**src/rtl/instruction_fetch_unit.sv**
```systemverilog
`default_nettype none
// ============================================================================
// Module   : instruction_fetch_unit
// Purpose  : Fetches 26-bit instruction words from byte-wide program memory,
//            four big-endian beats per word, whenever instructionPointer moves.
// Options  : ILLEGAL_OPCODE_CHECK_EN adds illegalOpcode and no-op substitution.
// Revision : 1.0 - initial release
// ============================================================================
module instruction_fetch_unit #(
   parameter int ADDR_W    = 18,
   parameter int BASE_ADDR = 0
) (
   input  logic              clock,
   input  logic              reset,
   input  logic [15:0]       instructionPointer,
   output logic [25:0]       instruction,
   output logic              instructionValid,
   output logic              fetchBusy,
   output logic [ADDR_W-1:0] memAddress,
   output logic              memRead,
   input  logic              memReady,
   input  logic [7:0]        memData
`ifdef ILLEGAL_OPCODE_CHECK_EN
   ,
   output logic              illegalOpcode
`endif
);

   typedef enum logic [0:0] {
      ST_IDLE  = 1'b0,
      ST_FETCH = 1'b1
   } state_t;

   state_t            r_state, w_nextState;
   logic [15:0]       r_fetchedIp, w_nextFetchedIp;
   logic              r_reloadPending, w_nextReloadPending;
   logic [25:0]       r_instruction, w_nextInstruction;
   logic              r_valid, w_nextValid;
   logic              r_busy, w_nextBusy;
   logic              r_memRead, w_nextMemRead;
   logic [ADDR_W-1:0] r_memAddress, w_nextMemAddress;
   logic [1:0]        r_beat, w_nextBeat;
   logic [17:0]       r_shadow, w_nextShadow;
   logic [ADDR_W-1:0] w_beat0Addr;
   logic [25:0]       w_word;
   logic              w_ipMoved;
`ifdef ILLEGAL_OPCODE_CHECK_EN
   logic              r_illegal, w_nextIllegal;
   logic              w_opcodeLegal;
`endif

   // Byte address wraps naturally modulo 2**ADDR_W through truncation.
   assign w_beat0Addr = ADDR_W'(BASE_ADDR) + ADDR_W'({instructionPointer, 2'b00});
   assign w_ipMoved   = (instructionPointer != r_fetchedIp);
   assign w_word      = {r_shadow, memData};

`ifdef ILLEGAL_OPCODE_CHECK_EN
   always_comb begin
      w_opcodeLegal = 1'b0;
      case (w_word[25:22])
         4'd1, 4'd2, 4'd3, 4'd5, 4'd6, 4'd7: w_opcodeLegal = 1'b1;
         default:                            w_opcodeLegal = 1'b0;
      endcase
   end
`endif

   always_ff @(posedge clock or posedge reset) begin
      if (reset) begin
         r_state         <= ST_IDLE;
         r_fetchedIp     <= '0;
         r_reloadPending <= 1'b1;
         r_instruction   <= '0;
         r_valid         <= 1'b0;
         r_busy          <= 1'b0;
         r_memRead       <= 1'b0;
         r_memAddress    <= '0;
         r_beat          <= '0;
         r_shadow        <= '0;
`ifdef ILLEGAL_OPCODE_CHECK_EN
         r_illegal       <= 1'b0;
`endif
      end else begin
         r_state         <= w_nextState;
         r_fetchedIp     <= w_nextFetchedIp;
         r_reloadPending <= w_nextReloadPending;
         r_instruction   <= w_nextInstruction;
         r_valid         <= w_nextValid;
         r_busy          <= w_nextBusy;
         r_memRead       <= w_nextMemRead;
         r_memAddress    <= w_nextMemAddress;
         r_beat          <= w_nextBeat;
         r_shadow        <= w_nextShadow;
`ifdef ILLEGAL_OPCODE_CHECK_EN
         r_illegal       <= w_nextIllegal;
`endif
      end
   end

   always_comb begin
      w_nextState         = r_state;
      w_nextFetchedIp     = r_fetchedIp;
      w_nextReloadPending = r_reloadPending;
      w_nextInstruction   = r_instruction;
      w_nextValid         = r_valid;
      w_nextBusy          = r_busy;
      w_nextMemRead       = r_memRead;
      w_nextMemAddress    = r_memAddress;
      w_nextBeat          = r_beat;
      w_nextShadow        = r_shadow;
`ifdef ILLEGAL_OPCODE_CHECK_EN
      w_nextIllegal       = r_illegal;
`endif
      case (r_state)
         ST_IDLE: begin
            if (w_ipMoved || r_reloadPending) begin
               w_nextFetchedIp     = instructionPointer;
               w_nextReloadPending = 1'b0;
               w_nextValid         = 1'b0;
               w_nextBusy          = 1'b1;
               w_nextMemRead       = 1'b1;
               w_nextBeat          = 2'd0;
               w_nextMemAddress    = w_beat0Addr;
`ifdef ILLEGAL_OPCODE_CHECK_EN
               w_nextIllegal       = 1'b0;
`endif
               w_nextState         = ST_FETCH;
            end
         end
         ST_FETCH: begin
            if (memReady) begin
               case (r_beat)
                  2'd0:    w_nextShadow[17:16] = memData[1:0];
                  2'd1:    w_nextShadow[15:8]  = memData;
                  2'd2:    w_nextShadow[7:0]   = memData;
                  default: ;
               endcase
               // A pointer move mid-fetch throws away the partial word.
               if (w_ipMoved) begin
                  w_nextFetchedIp  = instructionPointer;
                  w_nextBeat       = 2'd0;
                  w_nextMemAddress = w_beat0Addr;
               end else if (r_beat != 2'd3) begin
                  w_nextBeat       = r_beat + 2'd1;
                  w_nextMemAddress = r_memAddress + ADDR_W'(1);
               end else begin
`ifdef ILLEGAL_OPCODE_CHECK_EN
                  w_nextInstruction = w_opcodeLegal ? w_word : 26'd0;
                  w_nextIllegal     = ~w_opcodeLegal;
`else
                  w_nextInstruction = w_word;
`endif
                  w_nextValid       = 1'b1;
                  w_nextMemRead     = 1'b0;
                  w_nextBusy        = 1'b0;
                  w_nextState       = ST_IDLE;
               end
            end
         end
         default: w_nextState = ST_IDLE;
      endcase
   end

   assign instruction      = r_instruction;
   assign instructionValid = r_valid;
   assign fetchBusy        = r_busy;
   assign memAddress       = r_memAddress;
   assign memRead          = r_memRead;
`ifdef ILLEGAL_OPCODE_CHECK_EN
   assign illegalOpcode    = r_illegal;
`endif

endmodule
`default_nettype wire

```
**config.mk**
```make
export PLATFORM = sky130hd
export DESIGN_NAME = instruction_fetch_unit
export DESIGN_NICKNAME = d
export VERILOG_FILES = /design/src/rtl/instruction_fetch_unit.sv
export SDC_FILE = /design/constraint.sdc
export NUM_CORES = 1
export LEC_CHECK = 0
export ABC_AREA = 0
export CORE_ASPECT_RATIO = 0.9
export CORE_MARGIN = 2
export CORE_UTILIZATION = 52
export DETAILED_ROUTE_END_ITERATION = 10
export HOLD_SLACK_MARGIN = 0.08
export PLACE_DENSITY_LB_ADDON = 0.05
export SETUP_SLACK_MARGIN = 0.2
export SLEW_MARGIN = 20
export SYNTH_ARGS = -nofsm -noshare
export SYNTH_HDL_FRONTEND = slang
export SYNTH_SLANG_ARGS = --single-unit
```
**constraint.sdc**
```tcl
create_clock -name clock -period 3.65 [get_ports clock]
set_input_delay 0.5475 -clock clock [delete_from_list [all_inputs] [get_ports clock]]
set_output_delay 0.5475 -clock clock [all_outputs]
set_load 0.02 [all_outputs]
```
=== Word level (Yosys, flattened, before mapping) ===
Cells that the tools add are included.

* Bits in registers: 84
* Output and inout port bits: 47

* Add/sub/neg operators: 2
* Equality and inequality tests: 10
* Muxes and demuxes: 29
* Bitwise operators: 3
* Reduce and logical (&&, ||, !) cells: 10

{| class="wikitable"
|+ Operator list
! kind !! count
|-
| $mux 18 || 4
|-
| $mux 16 || 3
|-
| $pmux 18 s2 || 1
|-
| $pmux 16 s2 || 1
|-
| $add 18x1->18 const B || 1
|-
| $ne 16x16->1 || 1
|-
| $reduce_and 3->1 || 5
|-
| $mux 1 || 12
|-
| $ne 2x2->1 const B || 5
|-
| $mux 2 || 4
|-
| $reduce_and 4->1 || 2
|-
| $pmux 1 s2 || 3
|-
| $pmux 2 s2 || 1
|-
| $ne 3x1->1 const B || 1
|-
| $not 1->1 || 3
|-
| $add 2x1->2 const B || 1
|-
| $eq 2x1->1 const B || 1
|-
| $eq 2x2->1 const B || 1
|-
| $logic_not 2->1 || 1
|-
| $ne 2x1->1 const B || 1
|-
| $reduce_and 2->1 || 1
|-
| $logic_or 1x1->1 || 1
|}

=== Depth between registers and ports, before layout ===
* Word-level depth: 5
* Depth in mapped cells: 8

=== Worst setup path after synthesis ===
OpenSTA, ideal clock, no wires.

* Path kind: input port to flip-flop
* Start: in instructionPointer[10]
* End: reg r_memAddress[7], in the netlist memAddress[7]
* Library setup time: 0.126 ns
* Arrival: 2.218 ns
* Data required time: 3.524 ns
* Path slack: 1.306 ns
* Cell stages on the path: 8
* Buffers on the path: 2
* Cells stage by stage: xnor2_1 > nand4_1 > nor4_4 > a21oi_2 > or2_1 > buf_2 > buf_6 > o32a_1

* Cells in the longest elaborated chain, start to end: 4
* Elaborated cells on any way between the ends: 8
* Classes of those cells: eq/ne (3); mux (3); reduce/logical (2)

{| class="wikitable"
|+ RTL lines
! what !! RTL line !! RTL
|-
| start: declaration || 15 || <nowiki>input logic [15:0] instructionPointer,</nowiki>
|-
| $ne 16x16->1 * || 54 || <nowiki>assign w_ipMoved = (instructionPointer != r_fetchedIp);</nowiki>
|-
| $mux 18 / $logic_or 1x1->1 (equally long branches) || 138, 115 ||
|-
| $mux 18 / $ne 2x2->1 (equally long branches) || - ||
|-
| $pmux 18 s2 / $reduce_and 3->1 (equally long branches) || - ||
|-
| end signal: assignment || 90 || <nowiki>r_memAddress <= w_nextMemAddress;</nowiki>
|-
| end: declaration || 41 || <nowiki>logic [ADDR_W-1:0] r_memAddress, w_nextMemAddress;</nowiki>
|}

Mark *: on every way between the ends. The rest lies on a longest branch, timed or not. The select of a mux whose other input is x is not followed.
A chain may end at the register's enable or synchronous reset.

=== Final worst setup path ===
* Start: in instructionPointer[3]
* End: reg r_instruction[12], in the netlist instruction[12]

* Cells in the longest elaborated chain, start to end: 3

{| class="wikitable"
|+ RTL lines
! what !! RTL line !! RTL
|-
| $ne 16x16->1 || 54 ||
|-
| $not 1->1 (no line) || - ||
|-
| $reduce_and 4->1 (no line) || - ||
|-
| end signal: assignment || 86 || <nowiki>r_instruction <= w_nextInstruction;</nowiki>
|-
| end: declaration || 37 || <nowiki>logic [25:0] r_instruction, w_nextInstruction;</nowiki>
|}

No other way between the ends.

==> results.cfg <==
[clocking]
cts_buffers = 9
clk_latency_ps = 340
clk_pin_slew_ps = 90
ctsResizeCount = 0
post_cts.repair.setup_buffers = 0
cts_max_level = 3
cts.sinks = 84
clockBufferDepth = 2
cts_hold_buf = 0
ctsRootBufferMaster = clkbuf_8
cts_tree = built

[sta]
slew_violations = 0
layout_min_cycle_time_ps = 2960
relSlewSlack = 0.497
hold_viol_final = 0
holdWs_ps = 508
setup_slack_ps = 686
rsz0062_at_grt = no
clock_skew_ps = 7.48
period_share = 0.812
max_freq_mhz = 337
setup-violations-final = 0
tns_ps = 0
worst_slew_pin_slew_ps = 753

[outcome]
status = complete, no violations

[routing]
viasPerCell = 5.71
dr_wl_met2_um = 3670
route.antenna.remaining_nets = 0
first_pass_iters = 4
wl_met3_um = 574
drc = 0
wl_per_cell_um = 17.4
highest_layer = met4
wl_met1_um = 4020
num_vias = 2745
drt-initial-drc-count = 198
wl_um = 8390

[global_route]
grt_pass1_vias = 2619
antenna_found_initial = 0
grt_start_max_net_pins = 45
grt_remaining_overflow = 0
grtUsageTotal = 0.219
grt_first_pass_wirelength_um = 13500

[worst_setup_path]
r2r_slack_ps = 1000
crit_path_start_kind = primary input
r2r_end = instruction[12]
path_max_fanout = 23
r2r-start = r_fetchedIp[3]
critical_path.endpoint = instruction[12]
crit_arrival_ps = 3200
worstSetupPathType = primary input to flop
crit_required_ps = 3880
end_kind = flop
reg2reg_depth = 7
crit_start = instructionPointer[3]

[placement]
portBuffers = 73
dpl.cell_count = 465
place_congestion = 0.895
dp_slack_ps = 354
hpwl_um = 5910

[layout]
nets = 415
regArea_mm2 = 0.00210
fill_cells = 547
final_util = 0.686
drive_gt1_frac = 0.193
multiInputGateArea_mm2 = 0.00162
syn2layout_area_growth_pct = 26.8
final_cells = 481
num_antenna_cells = 0

[synthesis]
yosys.cell_types.count = 38
ys_ff_latch = 84
syn_area_mm2 = 0.00383
syn_area_per_cell_um2 = 12.5
yosysTopAreaCell = dfrtp_1
yosysSeqAreaShare = 0.550
synthCells = 306
syn-num-nets = 338
yosys_warnings = 0
synth.area.top_cells = dfrtp_1, mux2_2, xnor2_1
synth_top_area_share = 0.543

[die]
num_io_pins = 74
die_w_um = 94.4
die_h_um = 85.4
die-area_mm2 = 0.00806
rows = 29
core_area_mm2 = 0.00708
initial_utilization = 0.541

[worst_hold_path]
hp-class = flop to flop

[pwr]
p_leak_uw = 0.00215
power_density_mw_per_mm2 = 386
peakVddDrop_mv = 0.291

[flow_run]
max_cap_violations = 0
[synth_stat cells]
cell type / count
mux2i_1: 12
o21bai_1: 1
nand3_1: 13
nor4_4: 1
dfstp_2: 1
nand2_1: 17
and2_1: 2
buf_4: 1
xnor2_1: 16
nand4_1: 5
a2bb2oi_1: 2
or3_1: 1
mux2_2: 48
o22a_1: 1
clkbuf_1: 7
nor3_1: 5
a21oi_1: 6
nand2b_1: 1
buf_2: 4
a21o_1: 2
or2_1: 1
mux2_1: 12
a32oi_1: 3
dfrtp_1: 83
nor2b_1: 1
o311ai_0: 1
inv_1: 7
a22oi_1: 4
a21oi_2: 1
o32a_1: 1
nor2_1: 11
buf_6: 2
o21ai_0: 7
a41oi_1: 3
ha_1: 5
and3_1: 4
o22ai_1: 7
a31oi_1: 7
[cell families after synthesis]
logic type | Yosys count | synth area share
buf+inv | 21 | 0.0268
simple gates | 62 | 0.0811
compound gates | 46 | 0.0814
fa+ha+maj | 5 | 0.0164
xor+xnor | 16 | 0.0366
flops | 84 | 0.550
mux | 72 | 0.208
[final cells by class]
| class | instances | share of cell area |
|---|---|---|
| flip-flops and latches | 84 | 0.434 |
| multi-input cells | 201 | 0.334 |
| repair buffers | 80 | 0.167 |
| clock buffers | 9 | 0.0255 |
| well taps | 93 | 0.0240 |
| clock inverters | 7 | 0.0106 |
| inverters | 7 | 0.00567 |
[sequential cells by signal, indices dropped and copies added, names as in the netlist]
| signal | cells |
|---|---|
| r_fetchedIp | 16 |
| instruction | 26 |
| memAddress | 18 |
| r_reloadPending | 1 |
| r_beat | 2 |
| instructionValid | 1 |
| r_shadow | 18 |
| r_state | 1 |
| memRead | 1 |
[critical path, cell delays in order]
cell and delay [ps]:
clkdlybuf4s50_1 480, xnor2_1 290, nand4_1 200, nor4_4 530, buf_4 210, and3_1 340
buf_12 220, mux2_2 350
[power by group]
| group | total, uW | switching (uW) | internal, uW |
|---|---|---|---|
| Sequential | 1030 | 45.5 | 985 |
| Clock | 599 | 347 | 252 |
| Combinational | 243 | 119 | 125 |
| Total | 1870 | 511 | 1360 |
[worst min path at each step]
stage	startpoint	end	cells after the start
finish	instruction[4]	instruction[4]	1
detailed placement	r_shadow[13]	instruction[21]	1
CTS	r_shadow[13]	instruction[21]	1
floorplan	r_shadow[16]	r_shadow[16]	1
global route	r_fetchedIp[14]	r_fetchedIp[14]	1
global placement	memRead	memRead	1
[metrics by stage]
step | instance area, um2 | power [uW]
after floorplan | 3830 | 1180
after global placement | 4680 | 1290
after detailed placement | 4680 | 1290
after CTS | 4850 | 1890
after global routing | 4850 | 1950
final | 4850 | 1870
[layer usage]
metal | vias up | global-route usage
met5 | - | 0
met3 | 13 | 0.0426
met1 | 1342 | 0.339
li1 | 1271 | -
met2 | 119 | 0.308
met4 | 0 | 0.0764
[layout by cell type (no fill, tap or decap), types with 2 or more instances in the layout]
cell,netlist,layout
dfrtp_1,83,83
clkdlybuf4s50_1,0,73
mux2_2,48,48
nand2_1,17,17
xnor2_1,16,16
nand3_1,13,13
mux2_1,12,12
mux2i_1,12,12
nor2_1,11,11
clkbuf_8,0,9
o22ai_1,7,7
o21ai_0,7,7
a31oi_1,7,7
inv_1,7,6
a21oi_1,6,6
nand4_1,5,5
nor3_1,5,5
ha_1,5,5
buf_4,1,5
and3_1,4,4
a22oi_1,4,4
clkinv_2,0,4
a32oi_1,3,3
a41oi_1,3,3
and2_1,2,2
a21o_1,2,2
a2bb2oi_1,2,2
buf_12,0,2
Note: power is estimated with default switching activity, not from simulation.
